File: src/rtl/exec_sequencer.sv
`default_nettype none
// ============================================================================
// Module   : exec_sequencer
// Brief    : Four-state fetch/decode/execute/writeback controller for a 4-bit
//            ALU. Define EXEC_SEQ_RETIRE_CNT_EN to add the 8-bit `retired`
//            instruction counter port.
// Revision : 1.0 - initial release
// ============================================================================
module exec_sequencer #(
    parameter logic [3:0] RESET_PC = 4'h0
) (
    input  logic       clk,
    input  logic       rst,
    input  logic       run,
    input  logic [7:0] instr_in,
    output logic [3:0] pc_out,
    output logic [3:0] alu_a,
    output logic [3:0] alu_b,
    output logic [2:0] alu_op,
    input  logic [3:0] alu_result,
    input  logic       alu_zero,
    output logic       z_flag,
    output logic       halted,
    output logic [1:0] state_out
`ifdef EXEC_SEQ_RETIRE_CNT_EN
    ,
    output logic [7:0] retired
`endif
);

    typedef enum logic [1:0] {
        ST_FETCH     = 2'b00,
        ST_DECODE    = 2'b01,
        ST_EXECUTE   = 2'b10,
        ST_WRITEBACK = 2'b11
    } state_t;

    localparam logic [3:0] c_OPC_ADD  = 4'h1;
    localparam logic [3:0] c_OPC_SUB  = 4'h2;
    localparam logic [3:0] c_OPC_AND  = 4'h3;
    localparam logic [3:0] c_OPC_OR   = 4'h4;
    localparam logic [3:0] c_OPC_XOR  = 4'h5;
    localparam logic [3:0] c_OPC_MOV  = 4'h6;
    localparam logic [3:0] c_OPC_LDI  = 4'h7;
    localparam logic [3:0] c_OPC_JZ   = 4'h8;
    localparam logic [3:0] c_OPC_JMP  = 4'h9;
    localparam logic [3:0] c_OPC_HALT = 4'hF;

    localparam logic [2:0] c_ALU_ADD  = 3'b000;
    localparam logic [2:0] c_ALU_SUB  = 3'b001;
    localparam logic [2:0] c_ALU_AND  = 3'b010;
    localparam logic [2:0] c_ALU_OR   = 3'b011;
    localparam logic [2:0] c_ALU_XOR  = 3'b100;
    localparam logic [2:0] c_ALU_PASS = 3'b101;

    state_t     state_q,  state_d;
    logic [3:0] pc_q,     pc_d;
    logic [7:0] ir_q,     ir_d;
    logic [3:0] rf_q [4];
    logic [3:0] rf_d [4];
    logic       z_q,      z_d;
    logic       halted_q, halted_d;
    logic [3:0] alu_a_q,  alu_a_d;
    logic [3:0] alu_b_q,  alu_b_d;
    logic [2:0] alu_op_q, alu_op_d;
    logic [3:0] result_q, result_d;
    logic       zero_q,   zero_d;

    logic [3:0] w_opcode;
    logic [1:0] w_rd;
    logic [1:0] w_rs;
    logic [1:0] w_dest;
    logic       w_is_alu;
    logic       w_take_jump;
    logic [2:0] w_alu_op;

    // Instruction decode is driven from IR, which is stable from DECODE to WRITEBACK.
    always_comb begin
        w_opcode    = ir_q[7:4];
        w_rd        = ir_q[3:2];
        w_rs        = ir_q[1:0];
        w_is_alu    = (w_opcode >= c_OPC_ADD) && (w_opcode <= c_OPC_LDI);
        w_dest      = (w_opcode == c_OPC_LDI) ? 2'd0 : w_rd;
        w_take_jump = (w_opcode == c_OPC_JMP) || ((w_opcode == c_OPC_JZ) && z_q);
        case (w_opcode)
            c_OPC_ADD: w_alu_op = c_ALU_ADD;
            c_OPC_SUB: w_alu_op = c_ALU_SUB;
            c_OPC_AND: w_alu_op = c_ALU_AND;
            c_OPC_OR:  w_alu_op = c_ALU_OR;
            c_OPC_XOR: w_alu_op = c_ALU_XOR;
            default:   w_alu_op = c_ALU_PASS;
        endcase
    end

    always_comb begin
        state_d  = state_q;
        pc_d     = pc_q;
        ir_d     = ir_q;
        rf_d     = rf_q;
        z_d      = z_q;
        halted_d = halted_q;
        alu_a_d  = alu_a_q;
        alu_b_d  = alu_b_q;
        alu_op_d = alu_op_q;
        result_d = result_q;
        zero_d   = zero_q;

        case (state_q)
            ST_FETCH: begin
                if (run) begin
                    ir_d    = instr_in;
                    state_d = ST_DECODE;
                end
            end

            ST_DECODE: begin
                if (w_is_alu) begin
                    if (w_opcode == c_OPC_MOV) begin
                        alu_a_d = rf_q[w_rs];
                    end else if (w_opcode == c_OPC_LDI) begin
                        alu_a_d = ir_q[3:0];
                    end else begin
                        alu_a_d = rf_q[w_rd];
                    end
                    alu_b_d  = rf_q[w_rs];
                    alu_op_d = w_alu_op;
                end else begin
                    alu_a_d  = 4'h0;
                    alu_b_d  = 4'h0;
                    alu_op_d = c_ALU_PASS;
                end
                state_d = ST_EXECUTE;
            end

            ST_EXECUTE: begin
                result_d = alu_result;
                zero_d   = alu_zero;
                state_d  = ST_WRITEBACK;
            end

            ST_WRITEBACK: begin
                // Once halted the machine parks here and only reset releases it.
                if (!halted_q) begin
                    if (w_is_alu) begin
                        rf_d[w_dest] = result_q;
                        z_d          = zero_q;
                    end
                    if (w_opcode == c_OPC_HALT) begin
                        halted_d = 1'b1;
                    end else begin
                        pc_d    = w_take_jump ? ir_q[3:0] : pc_q + 4'd1;
                        state_d = ST_FETCH;
                    end
                end
            end

            default: state_d = ST_FETCH;
        endcase
    end

    always_ff @(posedge clk) begin
        if (rst) begin
            state_q  <= ST_FETCH;
            pc_q     <= RESET_PC;
            ir_q     <= 8'h00;
            rf_q     <= '{default: 4'h0};
            z_q      <= 1'b0;
            halted_q <= 1'b0;
            alu_a_q  <= 4'h0;
            alu_b_q  <= 4'h0;
            alu_op_q <= c_ALU_ADD;
            result_q <= 4'h0;
            zero_q   <= 1'b0;
        end else begin
            state_q  <= state_d;
            pc_q     <= pc_d;
            ir_q     <= ir_d;
            rf_q     <= rf_d;
            z_q      <= z_d;
            halted_q <= halted_d;
            alu_a_q  <= alu_a_d;
            alu_b_q  <= alu_b_d;
            alu_op_q <= alu_op_d;
            result_q <= result_d;
            zero_q   <= zero_d;
        end
    end

`ifdef EXEC_SEQ_RETIRE_CNT_EN
    logic [7:0] retired_q;

    // HALT is counted on its first WRITEBACK cycle only.
    always_ff @(posedge clk) begin
        if (rst) begin
            retired_q <= 8'h00;
        end else if ((state_q == ST_WRITEBACK) && !halted_q) begin
            retired_q <= retired_q + 8'd1;
        end
    end

    assign retired = retired_q;
`else
    // Counter and port are absent in this build.
`endif

    assign pc_out    = pc_q;
    assign alu_a     = alu_a_q;
    assign alu_b     = alu_b_q;
    assign alu_op    = alu_op_q;
    assign z_flag    = z_q;
    assign halted    = halted_q;
    assign state_out = state_q;

endmodule
`default_nettype wire

File: config.mk
export PLATFORM = sky130hd
export DESIGN_NAME = exec_sequencer
export DESIGN_NICKNAME = d
export VERILOG_FILES = /design/src/rtl/exec_sequencer.sv
export SDC_FILE = /design/constraint.sdc
export NUM_CORES = 1
export LEC_CHECK = 0
export ABC_AREA = 1
export BUFFER_PORTS_ARGS = -buffer_cell sky130_fd_sc_hd__buf_2
export CAP_MARGIN = 20
export CORE_MARGIN = 5
export CORE_UTILIZATION = 25
export CTS_CLUSTER_SIZE = 24
export DETAILED_ROUTE_END_ITERATION = 12
export PLACE_DENSITY = 0.46
export SYNTH_ARGS = -nofsm -noshare
export SYNTH_HDL_FRONTEND = slang
export SYNTH_SLANG_ARGS = --single-unit
File: constraint.sdc
create_clock -name clk -period 1.5 [get_ports clk]
set_clock_uncertainty 0.05 [all_clocks]
set_input_delay 0.075 -clock clk [delete_from_list [all_inputs] [get_ports clk]]
set_output_delay 0.075 -clock clk [all_outputs]
set_load 0.05 [all_outputs]
# Word-level counts from Yosys, hierarchy flattened
# Index checks and enable logic that the tools add are counted.
# Widths: inputs -> output; s select.
# classes
mux	23
bitwise	5
n_eq_ne	16
addsub	1
n_lt_le_gt_ge	6
n_reduce_logical	9
# ops
cell	n
$mux 4	10
$bmux 4 s2	2
$bwmux 16	1
$eq 4x3->1 const B	4
$pmux 3 s5	1
$eq 4x4->1 const B	3
$ge 3x3->1 const B	3
$not 2->3	3
$reduce_and 3->1	3
$demux 4 s2	1
$eq 4x2->1 const B	2
$mux 2	4
$pmux 2 s4	1
$ne 2x2->1 const B	3
$add 4x1->4 const B	1
$eq 2x2->1 const B	2
$eq 4x1->1 const B	1
$ge 4x1->1 const B	1
$le 4x3->1 const B	1
$logic_and 1x1->1	3
$lt 3x1->1 const B	1
$mux 3	1
$eq 2x1->1 const B	1
$logic_not 2->1	1
other kinds (4)	6
# totals
ff_bits	48
inputBits	16

# Depth between registers and ports, before layout
# logic_depth
word_depth	8
depth_mapped	10

# Worst setup path after synthesis
# OpenSTA, ideal clock, no wires.
# synth_path
path_kind	reg-to-reg
startpoint	register state_q[0], in the netlist state_out[0]
endpoint	register alu_a_q[2], in the netlist alu_a[2]
t_arrival_ps	1717
synth_period_minus_slack_ps	1838
path_stages_with_launch	8
slack_ps	-338
path_cell_list	dfxtp_1 > ha_1 > clkinv_1 > nor2_1 > nand2_1 > nand2_1 > nand2_1 > a21oi_1
# synth_between
elab_chain_len	1
# synth_lines
item	line	text
start: declaration	56	state_t state_q, state_d;
start signal: assignment	175	state_q <= state_d;
$eq 2x1->1	108	case (state_q)
end signal: assignment	181	alu_a_q <= alu_a_d;
end: declaration	63	logic [3:0] alu_a_q, alu_a_d;
# No other way between the ends.
# A chain may end at the register's enable or synchronous reset.

# Worst setup path after layout
# layout_path
startpoint	register state_q[0], in the netlist state_out[0]
endpoint	register rf_q[1] in the netlist's numbering
# layout_between
elab_chain_len	2
# layout_lines
item	line	text
$eq 2x2->1	108	
$reduce_and 3->1 (no source line)	-	
end signal: assignment	178	rf_q <= rf_d;
end: declaration	59	logic [3:0] rf_q [4];
# No other way between the ends.

==> results_dict.tcl <==
set metrics [dict create \
    run_status "finished clean" \
    p_leak_nw 1.396 \
    gp_congestion 0.8520 \
    max_freq_ghz 0.7095 \
    cp_max_fo 19 \
    first_pass_iters 4 \
    fp.dieW_um 108.2 \
    syn_inst 359 \
    synth_area_leaders "dfxtp_1 (40%), nand2_1 (16%), o21ai_0 (7.5%)" \
    synth.cell_area_um2 2409 \
    period_minus_slack_ns 1.409 \
    total_power_mw 4.527 \
    slew_violations 0 \
    whs_ns 0.001732 \
    fp.coreArea_um2 9328 \
    start_util 0.2582 \
    area_delta_synth_final_pct 30.13 \
    clkSinkCount 48 \
    dp_hpwl_mm 5.191 \
    place_inst 532 \
    period_share 0.9396 \
    cts.reportedPaths.clkPinSlew_ns 0.09 \
    cts-root-buf "clkbuf_8" \
    synth_cell_types 24 \
    cp.required_ns 1.69 \
    drt_iter0_markers 130 \
    syn_nets 381 \
    worstMarginPinSlew_ns 0.4691 \
    place.port_buffers 34 \
    htreeDepth 2 \
    rsz0062_at_grt "true" \
    cts_buffers 5 \
    drive_gt1_frac 0.2243 \
    worst_hold_path_type "in2reg" \
    grt_pass1_wl_mm 11.24 \
    end_kind "register" \
    yosysSeqAreaShare 0.3990 \
    dieArea_um2 11700 \
    max-vdd-ir-drop_uv 700.7 \
    hold_viol_final 0 \
    grt_start_max_net_pins 22 \
    n_antenna_cell 0 \
    nets 440 \
    pre_cts_ws_ns -0.07910 \
    cts_buffer_depth 2 \
    setup_slack_ns 0.09054 \
    die_h_um 108.2 \
    routed_wl_mm 6.820 \
    final_cell_mix "nand2_1 (101), dfxtp_1 (43), inv_1 (35), buf_2 (34)" \
    post_synth.cell_area_avg_um2 6.709 \
    wire_per_inst_um 12.45 \
    cp_data_arrival_time_ns 1.60 \
    fillers 1054 \
    stdcell_area_um2 3134 \
    grt-ovfl-total 0 \
    placed_cell_area_um2 2854 \
    fin_cells 548 \
    ys_seq_elements 48 \
    ios 35 \
    setup_viol 0 \
    drtAntennaViolNets 0 \
    mostFrequentLayoutCell "nand2_1" \
    grt_pass1_vias 2289 \
    yosysWarnings 0 \
    synth_largest_area_cell "dfxtp_1" \
    slew_headroom 0.6869 \
    viasPerCell 4.454 \
    vias 2441 \
    cts_tree "yes" \
    num_rows 35 \
    antenna_found_initial 0 \
    drv_cap 0 \
    p_per_area_nw_per_um2 1444 \
    critPathKind "reg2reg" \
    grtUsageTotal 0.1206 \
    fin_tns_setup_ns 0 \
    final_util 0.3360 \
    synth.top_cell.area_share 0.3990 \
    drc_errors 0 \
    critPathLaunchType "register" \
    clkLatencyLatePin_ns 0.30 \
]
-- report_power, final --
part           total [mW]  switching [mW]  leakage [nW]  internal, mW
clock network       0.812           0.437        0.0445         0.375
registers            1.72           0.217         0.393          1.50
logic                2.00            1.33         0.958         0.669
-- path summary, 6_finish.rpt --
path | from | endpoint | slack [ns] | cells after the start
min reg2reg | alu_a[3] | alu_a[3] | 0.42 | 2
max | state_out[0] | rf_q[1] | 0.09 | 6
max reg2reg | state_out[0] | rf_q[1] | 0.09 | 6
min | alu_result[1] | result_q[1] | 0.002 | 3
-- timing repair --
| item | 4_1_cts | 5_1_grt |
|---|---|---|
| setup buffers | 1 | 0 |
| setup endpoints to repair | 24 | 26 |
| resized for setup | 5 | 30 |
| hold buffers | 7 | 0 |
| hold endpoints to repair | 6 | 0 |
| pin swaps | 1 | 2 |
-- area by class of cell --
cell class,count,area (um2),share of cell area
clock buffers,7,86.33,0.02754
clock inverters,1,7.507,0.002395
inverters,40,157.7,0.05030
multi-input cells,262,1341,0.4279
flip-flops and latches,48,977.2,0.3118
well taps,129,161.4,0.05150
repair buffers,61,402.9,0.1285
-- Yosys cell counts --
master      n
nor2_2      2
nand4_4     1
nor3_1     13
ha_1        6
xnor2_1     1
nand4_1     1
buf_2       2
nand2_1   104
a31oi_1     1
buf_4       1
o211ai_1    4
clkbuf_1    6
nor3_2      1
inv_2       2
nand3_1    23
clkinv_1    2
a21oi_1    29
o21ai_0    36
nor2_1     33
nor2_8      1
inv_1      36
nand2_2     4
dfxtp_1    48
nor2_4      2
-- registers in the layout, indices dropped and copies added (netlist names) --
signal and count:
rf_q 16, ir_q 8, alu_a 4, alu_b 4, pc_out 4, result_q 4
alu_op 3, state_out 2, halted 1, z_flag 1, zero_q 1
-- worst max-delay path, stage by stage, from the launching register on --
cell and delay, ns:
dfxtp_4 0.39, ha_2 0.25, nand4_4 0.12, buf_12 0.17, nor2_2 0.17, o21ai_0 0.10, nor2_1 0.10
-- logic make-up (layout without fill, tap and decap cells) --
logic type,Yosys count,count (layout),share of synthesized area
simple gates,185,185,0.3371
compound gates,70,70,0.1501
buf+inv,49,109,0.07896
flops,48,48,0.3990
fa+ha+maj,6,6,0.03117
xor+xnor,1,1,0.003637
-- per-layer routing --
metal | GRT usage | wire (um) | part of all wire | up-vias
met4 | 0.04869 | 155 | 0.023 | 0
li1 | - | - | - | 1275
met3 | 0.02149 | 327 | 0.048 | 10
met5 | 0 | 0 | 0 | -
met2 | 0.1829 | 2967 | 0.44 | 56
met1 | 0.1685 | 3369 | 0.49 | 1100
Power figures use the tool's default switching activity.
